===== src/rtl/ibex_fpga_mem_pkg.sv =====
// Shared types and configuration for the FPGA Ibex memory-port arbiter.
// The package types are sized from the harness configuration below; the top's parameters default to it.
package ibex_fpga_mem_pkg;

    localparam int unsigned NumChCfg  = 2;
    localparam int unsigned AddrWCfg  = 15;
    localparam int unsigned DataWCfg  = 32;
    localparam int unsigned MaxOutCfg = 4;
    localparam int unsigned ChIdxW    = (NumChCfg > 1) ? $clog2(NumChCfg) : 1;

    typedef logic [ChIdxW-1:0] ch_idx_t;

    typedef struct packed {
        logic [AddrWCfg-1:0] addr;
        logic [DataWCfg-1:0] wdata;
        logic [DataWCfg-1:0] strb;
        logic                we;
    } mem_req_t;

    // Round-robin successor of channel cur among n channels.
    function automatic ch_idx_t rr_next(ch_idx_t cur, int unsigned n);
        int unsigned nxt;
        nxt = 32'(cur) + 32'd1;
        if (nxt >= n) nxt = 0;
        return ch_idx_t'(nxt);
    endfunction

endpackage


===== src/rtl/ibex_fpga_tag_fifo.sv =====
// Synchronous FIFO of granted channel IDs; responses come back in grant order.
module ibex_fpga_tag_fifo
    import ibex_fpga_mem_pkg::*;
#(
    parameter int unsigned Depth = MaxOutCfg
) (
    input  logic    clk_i,
    input  logic    rst_ni,
    input  logic    push_i,
    input  logic    pop_i,
    input  ch_idx_t data_i,
    output logic    full_o,
    output logic    empty_o,
    output ch_idx_t head_o
);

    localparam int unsigned PtrW = $clog2(Depth);
    localparam logic [PtrW:0] FullCnt = Depth[PtrW:0];

    ch_idx_t [Depth-1:0] mem_q, mem_d;
    logic [PtrW-1:0]     wptr_q, wptr_d, rptr_q, rptr_d;
    logic [PtrW:0]       cnt_q, cnt_d;
    logic                do_push, do_pop;

    assign full_o  = (cnt_q == FullCnt);
    assign empty_o = (cnt_q == '0);
    assign head_o  = mem_q[rptr_q];
    assign do_push = push_i & ~full_o;
    assign do_pop  = pop_i & ~empty_o;

    always_comb begin
        mem_d  = mem_q;
        wptr_d = wptr_q;
        rptr_d = rptr_q;
        if (do_push) begin
            mem_d[wptr_q] = data_i;
            wptr_d        = wptr_q + PtrW'(1);
        end
        if (do_pop) rptr_d = rptr_q + PtrW'(1);
        cnt_d = cnt_q + (PtrW+1)'(do_push) - (PtrW+1)'(do_pop);
    end

    always_ff @(posedge clk_i) begin
        if (!rst_ni) begin
            mem_q  <= '0;
            wptr_q <= '0;
            rptr_q <= '0;
            cnt_q  <= '0;
        end else begin
            mem_q  <= mem_d;
            wptr_q <= wptr_d;
            rptr_q <= rptr_d;
            cnt_q  <= cnt_d;
        end
    end

endmodule


===== src/rtl/ibex_fpga_mem_arbiter.sv =====
// N-channel round-robin arbiter merging Ibex req/gnt ports onto one memory port,
// with in-order response routing via a tag FIFO and a sticky spurious-response flag.
module ibex_fpga_mem_arbiter
    import ibex_fpga_mem_pkg::*;
#(
    parameter int unsigned NumCh          = NumChCfg,
    parameter int unsigned AddrW          = AddrWCfg,
    parameter int unsigned DataW          = DataWCfg,
    parameter int unsigned MaxOutstanding = MaxOutCfg
) (
    input  logic                        clk_i,
    input  logic                        rst_ni,
    input  logic [NumCh-1:0]            up_req_i,
    output logic [NumCh-1:0]            up_gnt_o,
    input  logic [NumCh-1:0][AddrW-1:0] up_addr_i,
    input  logic [NumCh-1:0][DataW-1:0] up_wdata_i,
    input  logic [NumCh-1:0][DataW-1:0] up_strb_i,
    input  logic [NumCh-1:0]            up_we_i,
    output logic [NumCh-1:0]            up_rvalid_o,
    output logic [NumCh-1:0][DataW-1:0] up_rdata_o,
    output logic                        mem_req_o,
    input  logic                        mem_gnt_i,
    output logic [AddrW-1:0]            mem_addr_o,
    output logic [DataW-1:0]            mem_wdata_o,
    output logic [DataW-1:0]            mem_strb_o,
    output logic                        mem_we_o,
    input  logic                        mem_rvalid_i,
    input  logic [DataW-1:0]            mem_rdata_i,
    output logic                        err_o
);

    ch_idx_t  rr_q, rr_d, winner, head;
    mem_req_t win_req;
    logic     any_req, grant, pop, full, empty;
    logic     err_q, err_d;

    // First requester at or after the rr pointer, wrapping modulo NumCh.
    always_comb begin
        int unsigned idx;
        idx     = 0;
        any_req = 1'b0;
        winner  = rr_q;
        for (int unsigned k = 0; k < NumCh; k++) begin
            idx = 32'(rr_q) + k;
            if (idx >= NumCh) idx = idx - NumCh;
            if (!any_req && up_req_i[ch_idx_t'(idx)]) begin
                any_req = 1'b1;
                winner  = ch_idx_t'(idx);
            end
        end
    end

    always_comb begin
        win_req.addr  = up_addr_i[winner];
        win_req.wdata = up_wdata_i[winner];
        win_req.strb  = up_strb_i[winner];
        win_req.we    = up_we_i[winner];
    end

    assign mem_addr_o  = win_req.addr;
    assign mem_wdata_o = win_req.wdata;
    assign mem_strb_o  = win_req.strb;
    assign mem_we_o    = win_req.we;

    // Full blocks requests outright, so a same-cycle pop never opens a push (no rvalid->gnt path).
    assign mem_req_o = rst_ni & any_req & ~full;
    assign grant     = mem_req_o & mem_gnt_i;
    assign pop       = rst_ni & mem_rvalid_i & ~empty;

    always_comb begin
        for (int unsigned c = 0; c < NumCh; c++) begin
            up_gnt_o[c]    = grant & (winner == ch_idx_t'(c));
            up_rvalid_o[c] = pop & (head == ch_idx_t'(c));
            up_rdata_o[c]  = mem_rdata_i;
        end
    end

    always_comb begin
        rr_d  = grant ? rr_next(winner, NumCh) : rr_q;
        err_d = err_q | (mem_rvalid_i & empty);
    end

    always_ff @(posedge clk_i) begin
        if (!rst_ni) begin
            rr_q  <= '0;
            err_q <= 1'b0;
        end else begin
            rr_q  <= rr_d;
            err_q <= err_d;
        end
    end

    assign err_o = err_q;

    ibex_fpga_tag_fifo #(
        .Depth(MaxOutstanding)
    ) u_tag_fifo (
        .clk_i  (clk_i),
        .rst_ni (rst_ni),
        .push_i (grant),
        .pop_i  (pop),
        .data_i (winner),
        .full_o (full),
        .empty_o(empty),
        .head_o (head)
    );

endmodule


===== config.mk =====
export PLATFORM = sky130hd
export DESIGN_NAME = ibex_fpga_mem_arbiter
export DESIGN_NICKNAME = d
export VERILOG_FILES = /design/src/rtl/ibex_fpga_mem_pkg.sv /design/src/rtl/ibex_fpga_tag_fifo.sv /design/src/rtl/ibex_fpga_mem_arbiter.sv
export SDC_FILE = /design/constraint.sdc
export NUM_CORES = 1
export LEC_CHECK = 0
export BUFFER_PORTS_ARGS = -buffer_cell sky130_fd_sc_hd__clkbuf_2
export CORE_AREA = 4 4 135 137
export CTS_BUF_LIST = sky130_fd_sc_hd__clkbuf_8
export CTS_CLUSTER_SIZE = 12
export DETAILED_ROUTE_END_ITERATION = 8
export DIE_AREA = 0 0 139 141
export PLACE_DENSITY = 0.43
export SYNTH_ARGS = -nofsm -noshare
export SYNTH_HDL_FRONTEND = slang
export SYNTH_SLANG_ARGS = --single-unit

===== constraint.sdc =====
create_clock -name clk_i -period 2.6 [get_ports clk_i]
set_clock_uncertainty 0.15 [all_clocks]
set_input_delay 0.13 -clock clk_i [delete_from_list [all_inputs] [get_ports clk_i]]
set_output_delay 0.13 -clock clk_i [all_outputs]
set_load 0.05 [all_outputs]

Word-level counts from Yosys, hierarchy flattened
Cells that the tools add are included.
{"block": "word_totals", "output_inout_bits": 150, "wordCells": 72, "inputBits": 198, "register_bits": 13}
{"block": "classes", "n_bitwise": 17, "eq_ne": 1, "order_cmp": 9, "n_reduce_logical": 4, "n_mux": 24, "add_sub_neg": 8}
{"cell": "$mux W32", "count": 4}
{"cell": "$mux W15", "count": 2}
{"cell": "$mux W1", "count": 15}
{"cell": "$and A1 B1 Y1", "count": 12}
{"cell": "$lt A1 B2 Y1 const B", "count": 3}
{"cell": "$lt A2 B3 Y1 const B", "count": 2}
{"cell": "$add A1 B1 Y2 const B", "count": 2}
{"cell": "$add A2 B1 Y2 const B", "count": 2}
{"cell": "$bwmux W4", "count": 1}
{"cell": "$ge A2 B2 Y1 const B", "count": 2}
{"cell": "$not A1 Y1", "count": 4}
{"cell": "$add A3 B1 Y3", "count": 1}
{"cell": "$eq A3 B3 Y1 const B", "count": 1}
{"cell": "$logic_not A3 Y1", "count": 1}
{"cell": "$sub A3 B1 Y3", "count": 1}
{"cell": "$bmux W1 S2", "count": 1}
{"cell": "$demux W1 S2", "count": 1}
{"cell": "$ge A1 B2 Y1 const B", "count": 1}
{"cell": "$ge A2 B1 Y1 const B", "count": 1}
{"cell": "$logic_and A1 B1 Y1", "count": 2}
{"cell": "$sub A1 B1 Y1 const B", "count": 2}
{"cell": "$logic_not A1 Y1", "count": 1}
{"cell": "$or A1 B1 Y1", "count": 1}

Logic depth before layout (Yosys ltp)
{"block": "logic_depth", "word_depth": 14, "ltp_mapped": 9, "depth_no_buf": 8}

Hierarchy
Synthesis repeated with hierarchy kept, for this count alone.
{"block": "hier_totals", "hier_cells": 233, "hier_area_um2": 2590.0}
{"module": "ibex_fpga_mem_arbiter", "instances": 1, "cells_per_inst": 173, "area_each_um2": 1993.2}
{"module": "ibex_fpga_tag_fifo", "instances": 1, "cells_per_inst": 60, "area_each_um2": 596.8}

Least setup slack after synthesis
OpenSTA, ideal clock, no wires.
{"block": "synth_path", "path_type": "register -> register", "from": "register u_tag_fifo.cnt_q[0]", "to": "register u_tag_fifo.cnt_q[2]", "setup_ns": 0.115, "period_less_slack_ns": 2.303, "arrival_ns": 2.038, "stages_incl_launch_ff": 9, "path_buffers": 0, "path_slack_ns": 0.297, "path_cell_list": "dfxtp_1 -> o311a_1 -> ha_1 -> inv_1 -> ha_1 -> fa_1 -> xnor2_1 -> xnor2_1 -> and2_1"}
{"element": "start, declared", "line": "ibex_fpga_tag_fifo.sv:22", "source": "logic [PtrW:0] cnt_q, cnt_d;"}
{"element": "start signal, assigned", "line": "ibex_fpga_tag_fifo.sv:53", "source": "cnt_q <= cnt_d;"}
{"element": "$logic_not A3 Y1 (*)", "line": "ibex_fpga_tag_fifo.sv:26", "source": "assign empty_o = (cnt_q == '0);"}
{"element": "$not A1 Y1 (*)", "line": "ibex_fpga_tag_fifo.sv:29, ibex_fpga_mem_arbiter.sv:68"}
{"element": "$and A1 B1 Y1", "line": "ibex_fpga_mem_arbiter.sv:68", "source": "assign pop = rst_ni & mem_rvalid_i & ~empty;"}
{"element": "$and A1 B1 Y1 (*)", "line": "ibex_fpga_tag_fifo.sv:29", "source": "assign do_pop = pop_i & ~empty_o;"}
{"element": "net u_tag_fifo.do_pop", "line": "ibex_fpga_tag_fifo.sv:23", "source": "logic do_push, do_pop;"}
{"element": "$sub A3 B1 Y3 (*)", "line": "ibex_fpga_tag_fifo.sv:40", "source": "cnt_d = cnt_q + (PtrW+1)'(do_push) - (PtrW+1)'(do_pop);"}
The timed path passes the listed nets; every way through them passes the cells marked *.
A chain may end at the register's enable or synchronous reset.

Final worst setup path
Same ends and word-level chain as after synthesis.

==> metrics.md <==
| Metric | Value |
|---|---|
| Routability cong. | 0.775 |
| Fin worst setup slack | 168 ps |
| Pre-CTS setup slack | 170 ps |
| Status | finished clean |
| DIE AREA | 19600 um^2 |
| Vias | 2223 |
| CTS Sinks | 13 |
| Critical setup path kind | register to register |
| I/O Pins | 348 |
| Drt pass-1 iters | 4 |
| Worst-Skew Late Latency | 250 ps |
| Initial antenna violation count | 1 |
| Synth Instances | 233 |
| Setup violations, final | 0 |
| CTS Buf Count | 3 |
| Vias in the first global route | 2346 |
| Syn nets | 438 |
| Seq/Total Area, Yosys | 0.119 |
| Drt wl/cell | 14.2 um |
| # H-tree levels | 1 |
| Leak | 1.75 nW |
| Min-Delay Path Depth | 3 |
| Most common cell after layout, fill and taps aside | clkbuf_2 |
| Largest net degree at the start of global routing | 60 |
| Post-layout util | 0.190 |
| WL final | 9.07 mm |
| #FFs+latches synth | 13 |
| RSZ-0062 raised after global routing | false |
| Port bufs | 251 |
| Fill count | 1954 |
| Post-DP HPWL | 8.19 mm |
| Fin Hold WS | 26.4 ps |
| Final Hold Viols | 0 |
| Final ANT Viol Nets | 0 |
| Most frequent cells in the layout | clkbuf_2, mux2_1, dfxtp_1, mux2_2, inv_1 |
| Synth Area in Simple Gates | 0.0654 |
| Diode count | 0 |
| GRT Util Overall | 0.0836 |
| Layout cells sized above 1 | 0.651 |
| Post-Layout Cell Count | 641 |
| Max-cap violations | 0 |
| Syn_area_per_cell | 9.37 um^2 |
| Post-CTS Setup Bufs | 0 |
| Starting Density | 0.128 |
| Required time of the critical path | 2600 ps |
| Die H | 141 um |
| R2r worst-path depth | 8 |
| Area Growth Syn to Fin | 48.5% |
| Nature of the critical path endpoint | register |
| Hold-fix buffers, CTS | 0 |
| Die W | 139 um |
| Finished Cell Area | 3240 um^2 |
| Main combinational cell family by area after synthesis | multiplexers |
| Clock transition at path regs | 60 ps |
| Post-placement cell count | 637 |
| Core region area | 17100 um^2 |
| DRC | 0 |
| Compound-Gate Fraction of Synth Area | 0.0396 |
| Vias per cell | 3.47 |
| Number of DRC markers in iteration 0 | 56 |
| Max-slew violations | 0 |
| Worst-case vdd ir drop | 286 uV |
| TNS Setup | 0 ps |
| Slew Limit Headroom | 0.682 |
| Crit share post-route | 0.935 |
| FMAX | 411 MHz |
| Final nets | 622 |
| Synth Area in XOR/XNOR | 0.0120 |
| Number of gates resized after CTS | 0 |
| Synthesized area | 2180 um^2 |
| Post-synthesis mux area share | 0.446 |
| Critical Path Source Type | register |
| PwrDens | 500 nW/um^2 |
| Worst Hold Class | input pin to register |
| Count of different cell masters after synthesis | 32 |
| Pwr Total | 1.62 mW |
| Worst-Margin Slew | 476 ps |
| Area after DPL | 3190 um^2 |
| Maximum clock insertion buffer count | 2 |
| Tmin final | 2430 ps |
| Yosys warnings | 0 |
| Crit-path max FO | 5 |
| Synthesized-area fraction occupied by adder cells | 0.0436 |
| Grt ovf | 0 |
| Clock root cell | clkbuf_8 |
| CTS tree | yes |
| WP data arrival | 2430 ps |
| Global-route wire length before repair | 13.2 mm |
| Std-Cell Rows | 48 |
state kept, by name, indices dropped and copies added (netlist names):
register / count
err_o: 1
rr_q: 1
u_tag_fifo.cnt_q: 3
u_tag_fifo.mem_q: 4
u_tag_fifo.rptr_q: 2
u_tag_fifo.wptr_q: 2
synthesized netlist by cell type:
| cell | number | area share |
|---|---|---|
| ha_1 | 6 | 0.034 |
| mux4_2 | 1 | 0.010 |
| and2_1 | 4 | 0.011 |
| inv_2 | 1 | 0.0017 |
| nor3b_1 | 1 | 0.0034 |
| a21o_1 | 1 | 0.0034 |
| dfxtp_1 | 13 | 0.12 |
| nor2b_1 | 2 | 0.0057 |
| a21oi_1 | 4 | 0.0092 |
| o311a_1 | 1 | 0.0046 |
| o211a_1 | 1 | 0.0046 |
| buf_2 | 4 | 0.0092 |
| or3b_1 | 1 | 0.0040 |
| buf_6 | 5 | 0.026 |
| fa_1 | 1 | 0.0092 |
| a21oi_2 | 1 | 0.0040 |
| inv_1 | 7 | 0.012 |
| o211ai_1 | 1 | 0.0034 |
| nand2_2 | 1 | 0.0029 |
| mux2i_1 | 5 | 0.023 |
| clkbuf_1 | 1 | 0.0017 |
| o21ai_0 | 3 | 0.0069 |
| nand3_1 | 6 | 0.014 |
| nor2_1 | 5 | 0.0086 |
| mux2_2 | 10 | 0.052 |
| a211oi_1 | 1 | 0.0034 |
| buf_4 | 65 | 0.22 |
| nand2b_1 | 1 | 0.0029 |
| nor3_1 | 1 | 0.0023 |
| mux2_1 | 70 | 0.36 |
| xnor2_1 | 3 | 0.012 |
| nand2_1 | 6 | 0.010 |
metal layers:
metal	part of all wire	track usage
met1	0.39	0.0975
met5	0	0
met3	0.085	0.0241
met4	0.022	0.0206
met2	0.50	0.151
where the power goes:
group / switching (mW) / internal, mW / total, mW
clock network: 0.0788 / 0.104 / 0.183
registers: 0.0298 / 0.229 / 0.259
logic: 0.805 / 0.372 / 1.18
total: 0.913 / 0.706 / 1.62
cell type report:
type	count	area [um^2]	share of cell area
clock buffers	3	41.3	0.0127
clock inverters	1	3.75	0.00116
inverters	8	30.0	0.00927
multi-input cells	137	1330	0.411
flip-flops and latches	13	260	0.0803
well taps	225	282	0.0869
repair buffers	254	1290	0.399
path summary, 6_finish.rpt:
path / endpoint / slack, ps / startpoint
min reg2reg: u_tag_fifo.mem_q[2] / 310 / u_tag_fifo.mem_q[2]
min: err_o / 30 / mem_rvalid_i
max: u_tag_fifo.cnt_q[2] / 170 / u_tag_fifo.cnt_q[0]
max reg2reg: u_tag_fifo.cnt_q[2] / 170 / u_tag_fifo.cnt_q[0]
critical path, cell delays in order (launching register included):
cell and delay [ps]:
dfxtp_1 340, o311a_1 430, ha_1 300, inv_1 40, ha_1 190, fa_1 450
xnor2_1 150, xnor2_1 130, and2_1 150
cells by family (layout without fill, tap and decap cells):
kind of cell | Yosys count | in the layout
compound gates | 13 | 13
xor+xnor | 3 | 3
fa+ha+maj | 7 | 7
simple gates | 28 | 28
buf+inv | 83 | 266
flops | 13 | 13
mux | 86 | 86
(Power assumes the default switching activity.)
